`src/rtl/sw_host_driver.sv`:
```
// Host-side driver for a Smith-Waterman accelerator. Holds a query and a
// database sequence buffer written by the host, and on request streams both
// buffers to the accelerator in lockstep. It then waits for the score,
// giving up after a bounded number of cycles.
module sw_host_driver #(
    parameter int SEQ_BYTES = 4,     // packed sequence bytes per run, 1..8
    parameter int TIMEOUT   = 1023   // max cycles to wait for a result, 1..65535
) (
    input  logic       clk,
    input  logic       rst_n,
    // host buffer write port
    input  logic       wr_en,
    input  logic       wr_sel,
    input  logic [2:0] wr_addr,
    input  logic [7:0] wr_data,
    // host control / status
    input  logic       go,
    output logic       busy,
    output logic       done,
    output logic [6:0] score_out,
    output logic       timeout_err,
    // accelerator side
    input  logic       sw_ready,
    output logic       sw_start,
    output logic [7:0] sw_query_seq,
    output logic [7:0] sw_database_seq,
    input  logic       sw_output_valid,
    input  logic [6:0] sw_score
);

    typedef enum logic [2:0] {
        S_IDLE,
        S_WAIT_RDY,
        S_START,
        S_STREAM,
        S_WAIT_RES,
        S_DONE
    } state_t;

    localparam logic [2:0]  LAST_IDX = 3'(SEQ_BYTES - 1);
    localparam logic [15:0] TO_LAST  = 16'(TIMEOUT - 1);
    localparam logic [3:0]  NUM_BYTES = 4'(SEQ_BYTES);

    state_t      state;
    logic [2:0]  idx;
    logic [15:0] cnt;
    logic [7:0]  query_buf [8];
    logic [7:0]  db_buf    [8];
    logic        wr_ok;

    // A write lands only while idle and inside the active sequence length.
    assign wr_ok = wr_en && !busy && ({1'b0, wr_addr} < NUM_BYTES);

    // Host-writable sequence buffers.
    always_ff @(posedge clk or negedge rst_n) begin
        if (!rst_n) begin
            // NOTE: these are small register files, not RAM macros, so they can and must be cleared on reset.
            for (int i = 0; i < 8; i++) begin
                query_buf[i] <= 8'h00;
                db_buf[i]    <= 8'h00;
            end
        end else if (wr_ok) begin
            if (wr_sel) db_buf[wr_addr]    <= wr_data;
            else        query_buf[wr_addr] <= wr_data;
        end
    end

    // Run sequencer; every output is registered and set on entry to the state that owns it.
    always_ff @(posedge clk or negedge rst_n) begin
        if (!rst_n) begin
            state           <= S_IDLE;
            busy            <= 1'b0;
            done            <= 1'b0;
            sw_start        <= 1'b0;
            timeout_err     <= 1'b0;
            score_out       <= 7'd0;
            sw_query_seq    <= 8'h00;
            sw_database_seq <= 8'h00;
            idx             <= 3'd0;
            cnt             <= 16'd0;
        end else begin
            // NOTE: pulse outputs default low each cycle; non-blocking so every branch sees pre-edge state.
            done     <= 1'b0;
            sw_start <= 1'b0;
            case (state)
                S_IDLE: begin
                    if (go) begin
                        state       <= S_WAIT_RDY;
                        busy        <= 1'b1;
                        timeout_err <= 1'b0;
                    end
                end
                S_WAIT_RDY: begin
                    if (sw_ready) begin
                        state           <= S_START;
                        sw_start        <= 1'b1;
                        sw_query_seq    <= query_buf[0];
                        sw_database_seq <= db_buf[0];
                    end
                end
                S_START: begin
                    if (SEQ_BYTES == 1) begin
                        state           <= S_WAIT_RES;
                        sw_query_seq    <= 8'h00;
                        sw_database_seq <= 8'h00;
                        cnt             <= 16'd0;
                    end else begin
                        state           <= S_STREAM;
                        idx             <= 3'd1;
                        sw_query_seq    <= query_buf[1];
                        sw_database_seq <= db_buf[1];
                    end
                end
                S_STREAM: begin
                    if (idx == LAST_IDX) begin
                        state           <= S_WAIT_RES;
                        sw_query_seq    <= 8'h00;
                        sw_database_seq <= 8'h00;
                        cnt             <= 16'd0;
                    end else begin
                        idx             <= idx + 3'd1;
                        sw_query_seq    <= query_buf[idx + 3'd1];
                        sw_database_seq <= db_buf[idx + 3'd1];
                    end
                end
                S_WAIT_RES: begin
                    // A result arriving on the last allowed cycle still counts.
                    if (sw_output_valid) begin
                        score_out <= sw_score;
                        state     <= S_DONE;
                        done      <= 1'b1;
                    end else if (cnt == TO_LAST) begin
                        timeout_err <= 1'b1;
                        state       <= S_DONE;
                        done        <= 1'b1;
                    end else begin
                        cnt <= cnt + 16'd1;
                    end
                end
                S_DONE: begin
                    state <= S_IDLE;
                    busy  <= 1'b0;
                end
                default: begin
                    state           <= S_IDLE;
                    busy            <= 1'b0;
                    sw_query_seq    <= 8'h00;
                    sw_database_seq <= 8'h00;
                end
            endcase
        end
    end

endmodule
```
`config.mk`:
```
export PLATFORM = sky130hd
export DESIGN_NAME = sw_host_driver
export DESIGN_NICKNAME = d
export VERILOG_FILES = /design/src/rtl/sw_host_driver.sv
export SDC_FILE = /design/constraint.sdc
export NUM_CORES = 1
export LEC_CHECK = 0
export ABC_AREA = 0
export BUFFER_PORTS_ARGS = -buffer_cell sky130_fd_sc_hd__buf_2
export CAP_MARGIN = 0
export CELL_PAD_IN_SITES_DETAIL_PLACEMENT = 0
export CELL_PAD_IN_SITES_GLOBAL_PLACEMENT = 1
export CORE_MARGIN = 1
export CORE_UTILIZATION = 45
export CTS_CLUSTER_DIAMETER = 200
export DETAILED_ROUTE_END_ITERATION = 16
export GPL_TIMING_DRIVEN = 0
export HOLD_SLACK_MARGIN = 0.03
export PLACE_DENSITY_LB_ADDON = 0.12
export SYNTH_ARGS = -nofsm -noshare
export SYNTH_HDL_FRONTEND = slang
export SYNTH_SLANG_ARGS = --single-unit
```
`constraint.sdc`:
```
create_clock -name clk -period 1.93 [get_ports clk]
set_input_delay 0.193 -clock clk [delete_from_list [all_inputs] [get_ports clk]]
set_output_delay 0.193 -clock clk [all_outputs]
set_load 0.005 [all_outputs]
```
==> flow_metrics.env <==
export IMPL_status="completed"
export IMPL_cp_slowest_cell="dfrtp_1"
export IMPL_reg2reg_depth=5
export IMPL_die_y_um=133
export IMPL_antenna_found_initial=1
export IMPL_initial_core_util=0.466
export IMPL_die_x_um=133
export IMPL_synthTopCellsByArea="dfrtp_1, mux2_2, mux4_2"
export IMPL_critical_path_class="flop to flop"
export IMPL_worst_slack_ns=0.0353
export IMPL_rr_startpoint="idx[0]$_DFFE_PN0P_"
export IMPL_r2r_slack_ns=0.04
export IMPL_hold_path_class="input pin to flop"
export IMPL_finalHoldViolCount=0
export IMPL_drc_errors=0
export IMPL_leakagePower_uw=0.00456
export IMPL_finalCritPeriodShare=0.982
export IMPL_cts_sinks=177
export IMPL_synth_edf_count=0
export IMPL_crit_path_cell_trace="ha_4 > clkbuf_8 > mux4_2 > and3_1 > a221o_1"
export IMPL_clock_latency_ns=0.44
export IMPL_numCtsBuffers=17
export IMPL_synthArstFlopShare=1.00
export IMPL_routed_wl_mm=18.4
export IMPL_ys_seq_elements=177
export IMPL_netlist_instances=589
export IMPL_peakVddDrop_mv=0.820
export IMPL_cap_violations=0
export IMPL_max_clock_path_buffers=2
export IMPL_startpoint="idx[0]$_DFFE_PN0P_"
export IMPL_synth_ff_type="dfrtp_1"
export IMPL_powerDensity_nw_per_um2=1450
export IMPL_grt_max_degree=92
export IMPL_grt_pass1_wl_mm=28.6
export IMPL_synth_area_leader_cell="dfrtp_1"
export IMPL_place_congestion=0.776
export IMPL_timing_rr_end="sw_database_seq[6]$_DFFE_PN0P_"
export IMPL_worst_pin_slew_ns=0.703
export IMPL_vias=5145
export IMPL_ys_types=47
export IMPL_finalSetupViolations=0
export IMPL_initialDrtViolationCount=365
export IMPL_placeableCoreArea_um2=16700
export IMPL_worstSetupPathDepth=5
export IMPL_port_buffers=51
export IMPL_max_stage_delay_ns=0.44
export IMPL_netlist_area_um2=7770
export IMPL_relSlewSlack=0.531
export IMPL_nNetsFinal=708
export IMPL_via_per_inst=5.64
export IMPL_holdWs_ns=0.0368
export IMPL_io_pins=52
export IMPL_post_place_ws_ns=-0.445
export IMPL_crit_arrival_ns=2.21
export IMPL_rsz0062_at_grt="yes"
export IMPL_synth_nets=618
export IMPL_final_antenna_net_count=0
export IMPL_synthToLayoutAreaGrowth_pct=21.8
export IMPL_required_ns=2.25
export IMPL_cp_start_kind="flop"
export IMPL_ys_warn_count=0
export IMPL_fillers=1450
export IMPL_overflow=0
export IMPL_cts_tree="yes"
export IMPL_first_pass_iters=6
export IMPL_drv_slew=0
export IMPL_drive_gt1_frac=0.371
export IMPL_period_needed_ns=1.89
export IMPL_grt_total_usage=0.217
export IMPL_ys_seq_area_frac=0.570
export IMPL_htree_levels=4
export IMPL_grt_pass1_vias=5179
export IMPL_clock_fmax_mhz=528
export IMPL_synth_top_cell_area_share=0.570
export IMPL_fp_row_count=47
export IMPL_dieArea_um2=17800
export IMPL_critical_path_top_delay_family="flip-flops"
export IMPL_clock_skew_ns=0.00917
export IMPL_wl_per_cell_um=20.1
export IMPL_worst_setup_path_end_kind="flop"
export IMPL_syn_avg_cell_area_um2=13.2
export IMPL_path_buf_inv=1
export IMPL_worstSetupEndpoint="sw_database_seq[6]$_DFFE_PN0P_"
export IMPL_worstPathMaxFanout=10
export IMPL_clk_pin_slew_ns=0.07
export IMPL_hpwl_mm=11.6
export IMPL_cts_root_buf="clkbuf_16"
-- sequential cells by signal, indices dropped and copies added, names as in the netlist --
name and flops:
timeout_err 1, sw_database_seq 8, query_buf 64, state 3, cnt 16, score_out 7, sw_query_seq 8, busy 1
done 1, idx 3, sw_start 1, db_buf 64
-- report_power, final --
part	internal (uW)	total [uW]	switching, uW
Combinational	2670	5080	2400
Sequential	4520	5100	582
Clock	1870	3520	1650
-- cell type report --
class	count	area, um2	share of cell area
flip-flops and latches	177	4430	0.468
multi-input cells	297	3020	0.318
repair buffers	76	552	0.0583
plain buffers	89	499	0.0527
clock buffers	17	425	0.0449
well taps	220	275	0.0291
clock inverters	15	190	0.0201
inverters	21	78.8	0.00832
diodes	1	2.50	0.000264
-- per-stage QoR --
step	total power (uW)	setup TNS [ns]	std cells	cell area, um2	util
6_report	13700	0	913	9470	0.567
5_1_grt	14300	-0.0613	912	9470	0.567
4_1_cts	13500	-3.87	910	9340	0.559
3_5_place_dp	9240	-27.50	861	8350	0.500
3_3_place_gp	9090	-377.54	860	8310	0.498
2_1_floorplan	7880	-0.000547	589	7780	-
-- worst min-delay path by stage --
stage	startpoint	end	cells after the start
floorplan	rst_n	busy$_DFFE_PN0P_	0
global placement	sw_score[6]	score_out[6]$_DFFE_PN0P_	2
detailed placement	rst_n	db_buf[23]$_DFFE_PN0P_	1
CTS	sw_output_valid	done$_DFF_PN0_	3
global route	sw_output_valid	done$_DFF_PN0_	3
finish	sw_output_valid	done$_DFF_PN0_	3
-- placed cells by master (no fill, tap or decap), types with 3 or more instances in the layout --
cell / n
inv_1: 15
and4_1: 3
nand2_1: 24
inv_2: 6
clkbuf_16: 20
clkinv_4: 3
a22o_1: 3
buf_8: 4
clkbuf_2: 7
and2_1: 3
nand3_1: 4
nor3_1: 3
and3_1: 21
buf_2: 54
a21oi_1: 5
a22oi_1: 16
nor2_1: 6
o22ai_1: 11
inv_6: 4
mux4_2: 32
buf_12: 4
mux2i_1: 14
a221o_1: 16
dlygate4sd3_1: 8
clkbuf_1: 65
dfrtp_1: 176
nand2b_1: 6
nor2b_1: 6
o22ai_2: 4
nand4_1: 3
buf_4: 13
nor4b_4: 3
nand2_2: 6
inv_8: 3
mux2_2: 72
o21ai_0: 5
clkinv_8: 4
-- timing repair --
item	4_1_cts	5_1_grt
hold buffers	8	0
gates resized for setup	54	26
endpoints found under the hold margin	97	0
pin swaps	7	8
setup endpoints to repair	105	86
gates cloned	1	2
setup buffers	10	3
-- Yosys cell counts (all sizes together) (2+ instances only) --
cell,number
nor4b,4
nand3,5
o31ai,2
and4,3
o21ai,6
a21boi,2
nor2b,6
mux2i,14
and2,3
inv,21
mux2,72
and3,21
nand4,4
a21oi,5
or3,2
buf,12
mux4,32
ha,4
a221o,16
nor2,7
nand2,30
a22o,3
nor3,3
clkbuf,82
o22ai,15
nand2b,7
dfrtp,177
o2111ai,2
a21o,2
a22oi,16
-- cell families (layout without fill, tap and decap cells) --
logic type               count (synthesis)  count (layout)  share of synthesized area
AO/OA/AOI/OAI                           73              73                     0.0711
buffers and inverters                  115             218                     0.0584
flip-flops                             177             177                      0.570
AND/OR/NAND/NOR                        102             102                     0.0793
other                                    0               1                          0
adder cells (fa/ha/maj)                  4               4                    0.00644
multiplexers                           118             118                      0.215
-- worst min-delay path: stages --
cell     delay, ns
buf_2         0.12
a21oi_1       0.05
nor2_1        0.07
-- metal layers --
layer	share of wire	global-route usage
met1	0.46	0.302
met3	0.051	0.0483
met4	0.017	0.0814
met2	0.47	0.333
met5	0	0
(Power assumes the default switching activity.)
